==> src/rtl/dsi_lanes_rx_merger.sv <==
// rtl/dsi_lanes_rx_merger.sv - DSI receive lane merger: re-interleaves lane bytes into 32-bit words
//
// Purpose: merges per-lane HS byte streams (already SoT-aligned and deskewed)
// back into the transmit byte order (byte n on lane n mod N), packs them into
// little-endian 32-bit words with strobes and a last flag, and queues them in
// a show-ahead FIFO for the packet parser.
//
// Optional feature: define DSI_RX_STATS_EN to add per-burst statistics outputs.
//
// Ports:
//   clk_sys, rst            clock, asynchronous active-high reset
//   reg_lanes_number[1:0]   active lanes minus 1, latched on burst start
//   lane_active[3:0]        per-lane burst envelope
//   lane_valid[3:0]         per-lane byte strobe
//   lane_data[31:0]         lane i byte on [8i+7:8i]
//   out_data/strb/last      FIFO head word, strobes, final-word flag
//   out_valid, out_ready    output handshake
//   rx_busy                 FSM not idle
//   err_skew/overflow/timeout  sticky error flags, cleared by err_clear
//   stat_burst_bytes/count  (DSI_RX_STATS_EN) last-burst byte count, burst count
module dsi_lanes_rx_merger #(
  parameter int FIFO_DEPTH     = 8,
  parameter int TIMEOUT_CYCLES = 255
) (
  input  logic        clk_sys,
  input  logic        rst,
  input  logic [1:0]  reg_lanes_number,
  input  logic [3:0]  lane_active,
  input  logic [3:0]  lane_valid,
  input  logic [31:0] lane_data,
  output logic [31:0] out_data,
  output logic [3:0]  out_strb,
  output logic        out_last,
  output logic        out_valid,
  input  logic        out_ready,
  output logic        rx_busy,
  output logic        err_skew,
  output logic        err_overflow,
  output logic        err_timeout,
  input  logic        err_clear
`ifdef DSI_RX_STATS_EN
  ,
  output logic [15:0] stat_burst_bytes,
  output logic [15:0] stat_burst_count
`endif
);

  localparam int AW = $clog2(FIFO_DEPTH);
  localparam int CW = AW + 1;
  localparam int TW = $clog2(TIMEOUT_CYCLES + 1);
  localparam logic [TW-1:0] TMO = TW'(TIMEOUT_CYCLES);

  typedef enum logic [1:0] {IDLE, ACTIVE, FLUSH} state_t;
  state_t state, state_nx;

  logic [1:0]    lanes_n;
  logic [TW-1:0] idle_cnt;
  logic          short_seen;
  logic [23:0]   acc_data, acc_data_nx;
  logic [2:0]    acc_cnt, acc_cnt_nx;
  logic [31:0]   stg_data, stg_data_nx;
  logic          stg_v, stg_v_nx;

  logic [3:0]  en_mask, v;
  logic        legal, intake, skew_evt, timeout_evt, start;
  logic [2:0]  k;
  logic [31:0] byte_mask;
  logic [55:0] comb;
  logic [3:0]  total;
  logic [3:0]  acc_strb;

  // FIFO entries are {last, strb, data}
  logic [36:0]   mem [FIFO_DEPTH];
  logic [AW-1:0] wr_ptr, rd_ptr;
  logic [CW-1:0] fifo_cnt;
  logic [36:0]   push_a, push_b;
  logic [1:0]    push_n, acc_n;
  logic [CW:0]   free_sp;
  logic          pop, ovf_evt;

  always_comb begin
    en_mask = 4'b0001;
    case (lanes_n)
      2'd1:    en_mask = 4'b0011;
      2'd2:    en_mask = 4'b0111;
      2'd3:    en_mask = 4'b1111;
      default: en_mask = 4'b0001;
    endcase
    v = lane_valid & en_mask;
    legal = 1'b0;
    k = 3'd0;
    byte_mask = 32'h0;
    case (v)
      4'b0001: begin legal = 1'b1; k = 3'd1; byte_mask = 32'h0000_00FF; end
      4'b0011: begin legal = 1'b1; k = 3'd2; byte_mask = 32'h0000_FFFF; end
      4'b0111: begin legal = 1'b1; k = 3'd3; byte_mask = 32'h00FF_FFFF; end
      4'b1111: begin legal = 1'b1; k = 3'd4; byte_mask = 32'hFFFF_FFFF; end
      default: ;
    endcase
    // Once a short cycle (k < N) has been seen, the burst must be over.
    intake   = (state == ACTIVE) && legal && !short_seen;
    skew_evt = (state == ACTIVE) && (v != 4'b0000) && (!legal || short_seen);
  end

  always_comb begin
    state_nx    = state;
    timeout_evt = 1'b0;
    start       = 1'b0;
    case (state)
      IDLE: if (lane_active[0]) begin
        state_nx = ACTIVE;
        start    = 1'b1;
      end
      ACTIVE: begin
        if ((lane_active & en_mask) == 4'b0000) begin
          state_nx = FLUSH;
        end else if (idle_cnt == TMO) begin
          state_nx    = FLUSH;
          timeout_evt = 1'b1;
        end
      end
      FLUSH:   state_nx = IDLE;
      default: state_nx = IDLE;
    endcase
  end

  // Accumulator, staging register and FIFO push requests.
  always_comb begin
    acc_data_nx = acc_data;
    acc_cnt_nx  = acc_cnt;
    stg_data_nx = stg_data;
    stg_v_nx    = stg_v;
    push_n      = 2'd0;
    push_a      = 37'h0;
    push_b      = 37'h0;
    comb  = {32'h0, acc_data} | ({24'h0, lane_data & byte_mask} << {acc_cnt, 3'b000});
    total = {1'b0, acc_cnt} + {1'b0, k};
    case (acc_cnt)
      3'd1:    acc_strb = 4'b0001;
      3'd2:    acc_strb = 4'b0011;
      3'd3:    acc_strb = 4'b0111;
      default: acc_strb = 4'b0000;
    endcase
    if (intake) begin
      // The staged word is known not to be last once another byte arrives.
      if (stg_v) begin
        push_a = {1'b0, 4'hF, stg_data};
        push_n = 2'd1;
      end
      if (total >= 4'd4) begin
        stg_data_nx = comb[31:0];
        stg_v_nx    = 1'b1;
        acc_data_nx = comb[55:32];
        acc_cnt_nx  = 3'(total - 4'd4);
      end else begin
        stg_v_nx    = 1'b0;
        acc_data_nx = comb[23:0];
        acc_cnt_nx  = total[2:0];
      end
    end else if (state == FLUSH) begin
      if (acc_cnt != 3'd0) begin
        if (stg_v) begin
          push_a = {1'b0, 4'hF, stg_data};
          push_b = {1'b1, acc_strb, 8'h00, acc_data};
          push_n = 2'd2;
        end else begin
          push_a = {1'b1, acc_strb, 8'h00, acc_data};
          push_n = 2'd1;
        end
      end else if (stg_v) begin
        push_a = {1'b1, 4'hF, stg_data};
        push_n = 2'd1;
      end
      acc_data_nx = 24'h0;
      acc_cnt_nx  = 3'd0;
      stg_v_nx    = 1'b0;
    end
  end

  // A pop in the same cycle frees a slot, so push-at-full with pop never drops.
  always_comb begin
    pop     = out_valid && out_ready;
    free_sp = (CW+1)'(FIFO_DEPTH) - {1'b0, fifo_cnt} + {{CW{1'b0}}, pop};
    if ({{(CW-1){1'b0}}, push_n} <= free_sp) acc_n = push_n;
    else                                      acc_n = free_sp[1:0];
    ovf_evt = (acc_n != push_n);
  end

  always_ff @(posedge clk_sys) begin
    if (acc_n != 2'd0) mem[wr_ptr] <= push_a;
    if (acc_n == 2'd2) mem[wr_ptr + AW'(1)] <= push_b;
  end

  always_ff @(posedge clk_sys or posedge rst) begin
    if (rst) begin
      state        <= IDLE;
      lanes_n      <= 2'd0;
      idle_cnt     <= '0;
      short_seen   <= 1'b0;
      acc_data     <= 24'h0;
      acc_cnt      <= 3'd0;
      stg_data     <= 32'h0;
      stg_v        <= 1'b0;
      wr_ptr       <= '0;
      rd_ptr       <= '0;
      fifo_cnt     <= '0;
      err_skew     <= 1'b0;
      err_overflow <= 1'b0;
      err_timeout  <= 1'b0;
    end else begin
      state    <= state_nx;
      acc_data <= acc_data_nx;
      acc_cnt  <= acc_cnt_nx;
      stg_data <= stg_data_nx;
      stg_v    <= stg_v_nx;
      if (start) begin
        lanes_n    <= reg_lanes_number;
        idle_cnt   <= '0;
        short_seen <= 1'b0;
      end else if (state == ACTIVE) begin
        if (intake) idle_cnt <= '0;
        else if (idle_cnt != TMO) idle_cnt <= idle_cnt + TW'(1);
        if (intake && (k < ({1'b0, lanes_n} + 3'd1))) short_seen <= 1'b1;
      end
      wr_ptr   <= wr_ptr + AW'(acc_n);
      rd_ptr   <= rd_ptr + AW'(pop);
      fifo_cnt <= fifo_cnt + CW'(acc_n) - CW'(pop);
      if (err_clear) begin
        err_skew     <= 1'b0;
        err_overflow <= 1'b0;
        err_timeout  <= 1'b0;
      end else begin
        err_skew     <= err_skew | skew_evt;
        err_overflow <= err_overflow | ovf_evt;
        err_timeout  <= err_timeout | timeout_evt;
      end
    end
  end

`ifdef DSI_RX_STATS_EN
  logic [15:0] burst_bytes;
  logic [16:0] bytes_sum;
  assign bytes_sum = {1'b0, burst_bytes} + {14'h0, k};

  always_ff @(posedge clk_sys or posedge rst) begin
    if (rst) begin
      burst_bytes      <= 16'h0;
      stat_burst_bytes <= 16'h0;
      stat_burst_count <= 16'h0;
    end else begin
      if (start) burst_bytes <= 16'h0;
      else if (intake) burst_bytes <= bytes_sum[16] ? 16'hFFFF : bytes_sum[15:0];
      if (state == FLUSH) begin
        stat_burst_bytes <= burst_bytes;
        stat_burst_count <= stat_burst_count + 16'd1;
      end
    end
  end
`endif

  assign out_valid = (fifo_cnt != '0);
  assign out_data  = out_valid ? mem[rd_ptr][31:0]  : 32'h0;
  assign out_strb  = out_valid ? mem[rd_ptr][35:32] : 4'h0;
  assign out_last  = out_valid ? mem[rd_ptr][36]    : 1'b0;
  assign rx_busy   = (state != IDLE);

endmodule
==> config.mk <==
export PLATFORM = sky130hd
export DESIGN_NAME = dsi_lanes_rx_merger
export DESIGN_NICKNAME = d
export VERILOG_FILES = /design/src/rtl/dsi_lanes_rx_merger.sv
export SDC_FILE = /design/constraint.sdc
export NUM_CORES = 1
export LEC_CHECK = 0
export CAP_MARGIN = 40
export CORE_MARGIN = 2
export CORE_UTILIZATION = 60
export CTS_BUF_LIST = sky130_fd_sc_hd__clkbuf_8
export CTS_CLUSTER_DIAMETER = 50
export DETAILED_ROUTE_END_ITERATION = 10
export GPL_ROUTABILITY_DRIVEN = 0
export PLACE_DENSITY = 0.79
export SYNTH_ARGS = -nofsm -noshare
export SYNTH_HDL_FRONTEND = slang
export SYNTH_SLANG_ARGS = --single-unit
==> constraint.sdc <==
create_clock -name clk_sys -period 7.9 [get_ports clk_sys]
set_clock_uncertainty 0.15 [all_clocks]
set_input_delay 1.58 -clock clk_sys [delete_from_list [all_inputs] [get_ports clk_sys]]
set_output_delay 1.58 -clock clk_sys [all_outputs]
set_load 0.02 [all_outputs]
==> results of run 1 <==
critical path: stages:
cell,delay (ns)
clkdlybuf4s50_1,0.49
nor2b_1,0.47
o211ai_4,0.23
o21ai_2,0.56
inv_1,0.16
ha_1,0.24
nand2b_1,0.15
a221oi_2,0.50
o21a_4,0.34
o41a_1,0.20
buf_4,0.35
a21boi_4,0.42
inv_1,0.43
buf_16,0.30
cells in the mapped netlist (5+ instances only):
master | instances | area (µm²)
nand4_1 | 6 | 37.5
mux4_2 | 74 | 1670
o2bb2ai_1 | 24 | 210
inv_1 | 34 | 128
clkbuf_1 | 80 | 300
dfrtp_1 | 86 | 2150
edfxtp_1 | 224 | 6730
o2111ai_1 | 6 | 52.6
buf_4 | 8 | 60.1
xnor2_1 | 9 | 78.8
nor2_1 | 94 | 353
buf_6 | 12 | 135
nor2b_1 | 7 | 43.8
a31oi_1 | 16 | 100
a22o_1 | 11 | 96.3
a221oi_1 | 11 | 96.3
o21ai_0 | 111 | 556
dfxtp_1 | 72 | 1440
xor2_1 | 9 | 78.8
o22ai_1 | 240 | 1500
mux2i_1 | 39 | 390
buf_2 | 27 | 135
or3_1 | 25 | 156
o21a_1 | 18 | 135
a21o_1 | 5 | 37.5
o211ai_1 | 8 | 60.1
ha_1 | 24 | 300
nand3_1 | 22 | 110
nand2b_1 | 11 | 68.8
buf_1 | 18 | 67.6
a22oi_1 | 38 | 285
a211oi_1 | 9 | 67.6
and3_1 | 12 | 75.1
nor3_1 | 16 | 80.1
nand2_1 | 124 | 465
o31ai_1 | 8 | 60.1
a221o_1 | 8 | 80.1
a21oi_1 | 56 | 280
cells by family (layout without fill, tap and decap cells):
| family | count (synthesis) | count (layout) | synth area share [%] |
|---|---|---|---|
| AOI/OAI and AO/OA | 601 | 601 | 20.6 |
| DFF | 382 | 382 | 53.2 |
| and+or+nand+nor | 344 | 344 | 8.42 |
| buffers and inverters | 182 | 289 | 4.31 |
| muxes | 115 | 115 | 10.7 |
| adders and majority gates | 27 | 27 | 1.86 |
| xor gates and xnor gates | 19 | 19 | 0.896 |
registers in the layout, summed over array words and instances (netlist names):
name,count
state,2
err_timeout,1
idle_cnt,8
stg_v,1
lanes_n,2
short_seen,1
rd_ptr,3
err_overflow,1
fifo_cnt,4
acc_cnt,3
acc_data,24
err_skew,1
stg_data,32
mem,296
wr_ptr,3
power breakdown:
group / internal, µW / switching (µW) / leakage (µW) / total, µW
sequential: 2330 / 265 / 0.00374 / 2590
clock: 945 / 815 / 0.000733 / 1760
combinational: 1000 / 1440 / 0.00291 / 2440
total: 4280 / 2520 / 0.00738 / 6800
layout make-up:
class	instances	area [µm²]
clock buffers	66	908
clock inverters	50	368
fillers	2272	9880
inverters	37	140
multi-input cells	1106	8290
flip-flops and latches	382	10300
well taps	402	503
repair buffers	136	1310
metal layers:
metal  vias to the layer above  routed length, µm
met1                      7442              20400
met5                         -                  0
met3                       182               6280
li1                       6706                  -
met4                         0               2260
met2                      1163              25800
path summary, 6_finish.rpt:
check	start	endpoint	slack, ns	depth (start not counted)
min reg2reg	mem[2][25]	mem[2][25]	0.31	1
max in group asynchronous	rst	rd_ptr[0]	5.23	3
max	lane_valid[1]	mem[2][1]	1.71	14
min	mem[2][25]	mem[2][25]	0.31	1
max reg2reg	acc_cnt[2]	mem[2][1]	2.31	16
min in group asynchronous	rst	acc_data[14]	1.09	2
per-stage QoR:
| stage | cells | power, µW | setup slack [ns] | instance area, µm² | hold WS (ns) |
|---|---|---|---|---|---|
| 2_1_floorplan | 1670 | 4210 | 2.66 | 19400 | 0.277 |
| 3_3_place_gp | 2057 | 4950 | 1.28 | 20500 | 0.289 |
| 3_5_place_dp | 2063 | 5040 | 1.20 | 20600 | 0.296 |
| 4_1_cts | 2179 | 6770 | 1.84 | 21800 | 0.310 |
| 5_1_grt | 2179 | 7090 | 1.45 | 21800 | 0.334 |
| 6_report | 2179 | 6800 | 1.71 | 21800 | 0.309 |
==> metrics.yaml, run 1 <==
worst_setup_path_end_kind: "flip-flop"
hold_path.class: "reg -> reg"
die_width_um: 184
ir_worst_vdd_v: 0.000182
max_freq_mhz: 161
p_leak_uw: 0.00738
nets: 1797
vias: 15500
core_area_um2: 31700
wire_per_inst_um: 25.1
cts.clk_slew.worst_paths_ns: 0.06
die_y_um: 184
ctsRootBufferMaster: "clkbuf_8"
cts_setup_buffers: 0
routed_wl_um: 54700
drt-initial-drc-count: 1789
startpoint_type: "input port"
worstMarginPinSlew_ns: 0.991
die_area_um2: 33800
period_minus_slack_ns: 6.19
synthArstFlopShare_pct: 22.5
drv_slew: 0
start_util_pct: 61.2
io_buffers: 87
cts_sinks: 382
met1_usage_pct: 44.2
hold_viol_final: 0
layout_common_cells: "o22ai_1, edfxtp_1, nand2_1"
rows: 65
setup.worst_path.class: "in -> reg"
syn_inst: 1670
use_met2_pct: 52.7
clock_path_buffers: 3
syn_nets: 1743
drive_above_1_share_pct: 14.2
antenna_left: 0
critPathRequiredTime_ns: 8.13
yosysSeqAreaShare_pct: 53.2
setup_tns_ns: 0
ys_warn_count: 0
syn_area_um2: 19400
insertion_delay_ns: 0.62
drt_pre_antenna_iters: 6
arrival_ns: 6.42
busiest_layer: "met2"
via_per_inst: 7.11
grt-ovfl-total: 0
ys_ff_latch: 382
status: "finished, final reports clean"
ios: 88
cts_buffers: 61
setup-violations-final: 0
grt_pass1_vias: 15400
htreeDepth: 2
area_growth_pct: 12.5
synthFlopType: "edfxtp_1"
syn_avg_cell_area_um2: 11.6
synth-edff-count: 224
utilization_pct: 68.9
cap_viol_max_count: 0
grt_start_max_net_pins: 68
cts-resized-gates: 0
dp_hpwl_um: 36100
post-route-drc-count: 0
groute.layer.met3.usage_pct: 5.98
grt_first_pass_wirelength_um: 85300
powerDensity_nw_per_um2: 311
grt_use_total_pct: 32.7
synth_cell_types: 76
period_share_pct: 78.4
slew_headroom_pct: 33.9
hold_buffers: 0
cp_max_fo: 27
rsz0062_at_grt: "false"
antenna_found_initial: 0
cts_tree: "yes"
diodes: 0
final_common_cell: "o22ai_1"
Note: power is estimated with default switching activity, not from simulation.
==> inputs of run 2 (changes only) <==
Settings changed: CORE_UTILIZATION 60 to 57.
Clock period 7.9 ns to 5.45 ns, I/O delays scaled along.
==> run 2 against run 1 <==
Against the previous run:
- non-clock buffer count is 9 higher
- worst setup slack lost 1.0 ns
- sequential cell count unchanged
- largest cell class unchanged
==> metrics.yaml, run 2 (synthesis gave the netlist of run 1 again) <==
status: "finished, final reports clean"
path_delay_family: "compound AO/OA/AOI/OAI gates"
die_y_um: 189
rows: 67
drive_above_1_share_pct: 14.1
reg_top3: "mem (296), stg_data (32), acc_data (24)"
path_buf_inv: 6
hold_viol_final: 0
vias: 15700
startpoint_type: "flip-flop"
multi_input_area_um2: 8300
antenna_left: 0
grt_first_pass_wirelength_um: 86700
via_per_inst: 7.06
routed_wl_um: 55900
cts.clk_slew.worst_paths_ns: 0.06
setup.worst_path.class: "reg -> reg"
cp_num_cells: 18
slew_headroom_pct: 32.6
slowest_stage: "a221oi_2"
rsz0062_at_grt: "false"
placed_area_um2: 20700
power.switching_uw: 3630
use_met2_pct: 49.4
seqPwrFrac_pct: 38.6
p_comb_share_pct: 36.8
fin_area_um2: 21900
cap_viol_max_count: 0
cts_tree: "yes"
core_area_um2: 33500
grt-ovfl-total: 0
cts_buffers: 60
critPathRequiredTime_ns: 5.62
clock_path_buffers: 3
fill_cells: 2453
die_area_um2: 35600
regMostFlops: "mem"
insertion_delay_ns: 0.64
final_common_cell: "o22ai_1"
ir_worst_vdd_v: 0.000293
cts_sinks: 382
nets: 1805
drt-initial-drc-count: 2297
rrSetupSlack_ns: 0.66
area_growth_pct: 12.8
drv_slew: 0
ios: 88
arrival_ns: 4.96
crit-reg2reg-launch: "fifo_cnt[2]"
period_minus_slack_ns: 4.79
pwr-share-clk_pct: 24.7
cts_setup_buffers: 0
layout_common_cells: "o22ai_1, edfxtp_1, nand2_1"
period_share_pct: 87.9
post-route-drc-count: 0
dp_hpwl_um: 35200
largest_register_ffs: 296
antenna_found_initial: 0
busiest_layer: "met2"
worstReg2RegEnd: "mem[7][34]"
hold_path.class: "reg -> reg"
crit_end: "mem[7][34]"
p_sw_share_pct: 37.2
hold_buffers: 0
cts-resized-gates: 0
p_leak_uw: 0.00739
worst_setup_path_end_kind: "flip-flop"
met1_usage_pct: 42.4
ctsRootBufferMaster: "clkbuf_8"
io_buffers: 87
reg2regPathDepth: 18
htreeDepth: 2
max_freq_mhz: 209
die_width_um: 189
worstMarginPinSlew_ns: 1.01
grt_use_total_pct: 31.3
drt_pre_antenna_iters: 7
setup_tns_ns: 0
groute.layer.met3.usage_pct: 7.26
start_util_pct: 57.9
powerDensity_nw_per_um2: 446
ff_latch_area_um2: 10300
crit_path_start: "fifo_cnt[2]"
crit_chain: "inv_1, ha_1, and2_1, inv_1, nand2_1, ha_1, inv_1, ha_1, inv_1, ha_1, nand2b_1, a221oi_2, o2111ai_1, o311ai_2, buf_4, nand2b_1, buf_4, o22ai_1"
grt_start_max_net_pins: 58
p_int_uw: 6130
cpPeakStageDelay_ns: 0.50
grt_pass1_vias: 15500
setup-violations-final: 0
wire_per_inst_um: 25.1
cp_max_fo: 37
diodes: 0
[run 2: changes by cell type in the layout (fill, tap and decap cells not counted), sizes merged]
cell	change
bufinv	-2
clkbuf	+2
inv	-2
clkinv	-3
buf	+9
clkinvlp	+1
[run 2: routing by layer]
metal	vias up	part of all wire (%)
met5	-	0
met4	0	3.7
met3	173	13
met2	1260	46
met1	7572	36
li1	6743	-
[run 2: worst min-delay path by stage]
| stage | startpoint | endpoint | slack (ns) | cells after the start |
|---|---|---|---|---|
| global route | mem[2][26] | mem[2][26] | 0.32 | 1 |
| detailed placement | mem[2][26] | mem[2][26] | 0.29 | 1 |
| finish | mem[2][27] | mem[2][27] | 0.31 | 1 |
| global placement | mem[2][30] | mem[2][30] | 0.29 | 1 |
| floorplan | mem[2][24] | mem[2][24] | 0.28 | 1 |
| CTS | mem[3][25] | mem[3][25] | 0.31 | 1 |
[run 2: power groups by stage]
stage	Sequential, µW	Clock, µW	Combinational [µW]
after floorplan	3590	0	2520
after global placement	3840	0	3410
after detailed placement	3810	0	3550
after CTS	3750	2430	3560
after global routing	3800	2550	3830
final	3770	2410	3590
[run 2: area by class of cell]
type | count | area share (%)
Timing Repair Buffer | 145 | 6.26
Inverter | 37 | 0.640
Clock inverter | 44 | 1.20
Tap cell | 448 | 2.56
Clock buffer | 68 | 4.27
Multi-Input combinational cell | 1106 | 37.9
Sequential cell | 382 | 47.2
[run 2: per-stage QoR]
| stage | util [%] | power, µW | hold WS, ns | instances | setup slack, ns |
|---|---|---|---|---|---|
| global route | 65.3 | 10200 | 0.324 | 2230 | 0.413 |
| floorplan | - | 6110 | 0.277 | 1670 | 0.660 |
| detailed placement | 61.7 | 7360 | 0.294 | 2118 | 0.136 |
| finish | 65.3 | 9770 | 0.309 | 2230 | 0.661 |
| CTS | 65.3 | 9740 | 0.312 | 2230 | 0.713 |
| global placement | 61.6 | 7250 | 0.290 | 2114 | 0.335 |
==> inputs of run 3 (changes only) <==
Settings changed: CORE_UTILIZATION 57 to 50, PLACE_DENSITY 0.79 to 0.71, SKIP_CTS_REPAIR_TIMING set to 1.
==> run 3 against run 2 <==
Against the previous run:
- sequential cell count unchanged
- register-to-register slack improved by 0.29 ns
- sequential power about the same
- largest cell class unchanged
- via count decreased by 1.6%
- largest power group unchanged
- highest routed layer unchanged
==> metrics.yaml, run 3 (synthesis gave the netlist of run 1 again) <==
status: "finished, final reports clean"
setup_tns_ns: 0
drt-initial-drc-count: 2068
setup-violations-final: 0
drv_slew: 0
drive_above_1_share_pct: 14.3
reg_top3: "mem (296), stg_data (32), acc_data (24)"
routed_wl_um: 57300
fill_cells: 3174
placed_area_um2: 20900
drt_pre_antenna_iters: 8
hold_viol_final: 0
use_met2_pct: 43.6
cp_max_fo: 36
cap_viol_max_count: 0
ctsRootBufferMaster: "clkbuf_8"
cts_sinks: 382
worstMarginPinSlew_ns: 0.950
htreeDepth: 2
nets: 1805
die_area_um2: 40400
startpoint_type: "flip-flop"
grt_start_max_net_pins: 54
wire_per_inst_um: 24.9
rows: 72
clock_path_buffers: 3
cts_buffers: 59
dp_hpwl_um: 36200
setup.worst_path.class: "reg -> out"
regMostFlops: "mem"
grt-ovfl-total: 0
cts.clk_slew.worst_paths_ns: 0.06
die_width_um: 201
worst_setup_path_end_kind: "output port"
largest_register_ffs: 296
insertion_delay_ns: 0.65
busiest_layer: "met2"
diodes: 0
antenna_left: 0
grt_first_pass_wirelength_um: 88300
critPathRequiredTime_ns: 4.21
max_freq_mhz: 220
arrival_ns: 3.31
period_minus_slack_ns: 4.55
multi_input_area_um2: 8300
antenna_found_initial: 0
groute.layer.met3.usage_pct: 6.46
core_area_um2: 38500
ir_worst_vdd_v: 0.000274
hold_path.class: "reg -> reg"
grt_use_total_pct: 28.0
grt_pass1_vias: 15200
via_per_inst: 6.74
layout_common_cells: "o22ai_1, edfxtp_1, nand2_1"
rsz0062_at_grt: "false"
final_common_cell: "o22ai_1"
period_share_pct: 83.5
die_y_um: 201
p_leak_uw: 0.00739
post-route-drc-count: 0
start_util_pct: 50.5
fin_area_um2: 22100
ios: 88
vias: 15500
io_buffers: 87
met1_usage_pct: 38.4
cts_tree: "yes"
area_growth_pct: 13.8
ff_latch_area_um2: 10300
powerDensity_nw_per_um2: 446
slew_headroom_pct: 36.7
## run 3: layout make-up
| cell class | count | area share (%) |
|---|---|---|
| clock buffers | 71 | 4.42 |
| clock inverters | 39 | 0.996 |
| inverters | 37 | 0.634 |
| multi-input cells | 1106 | 37.5 |
| flip-flops and latches | 382 | 46.7 |
| well taps | 518 | 2.93 |
| repair buffers | 146 | 6.77 |
## run 3: report_power, final
part,internal [µW],switching [µW],total (µW)
Clock,1240,1180,2420
Sequential,3380,419,3800
Combinational,1510,2120,3630
Total,6130,3720,9850
## run 3: final timing paths
path                             start           end  depth (start not counted)  slack [ns]
max                          rd_ptr[0]  out_data[26]                          5        0.90
min                         mem[2][25]    mem[2][25]                          1        0.32
max reg2reg                fifo_cnt[2]    mem[7][34]                         19        0.95
min reg2reg                 mem[2][25]    mem[2][25]                          1        0.32
max in group asynchronous          rst     rd_ptr[0]                          3        3.71
min in group asynchronous          rst  acc_data[22]                          2        0.68
## run 3: critical path: stages (launching register included)
cell and delay (ns):
dfrtp_4 0.92, buf_12 0.32, mux4_2 0.56, mux2i_1 0.22, nor2_1 0.07, clkdlybuf4s50_1 0.56
## run 3: per-stage QoR
stage / power (µW) / std cells / hold WS (ns) / utilization [%] / setup WS, ns
4_1_cts: 9850 / 2299 / 0.315 / 57.5 / 0.804
5_1_grt: 10300 / 2299 / 0.323 / 57.5 / 0.632
2_1_floorplan: 6110 / 1670 / 0.277 / - / 0.660
6_report: 9850 / 2299 / 0.315 / 57.5 / 0.899
3_3_place_gp: 7360 / 2186 / 0.290 / 54.2 / 0.459
3_5_place_dp: 7460 / 2189 / 0.296 / 54.3 / 0.400
## run 3: layer usage
layer	wire (µm)	up-vias	share of wire (%)
met2	26200	1049	46
li1	-	6722	-
met1	22200	7566	39
met3	7090	161	12
met5	0	-	0
met4	1840	0	3.2
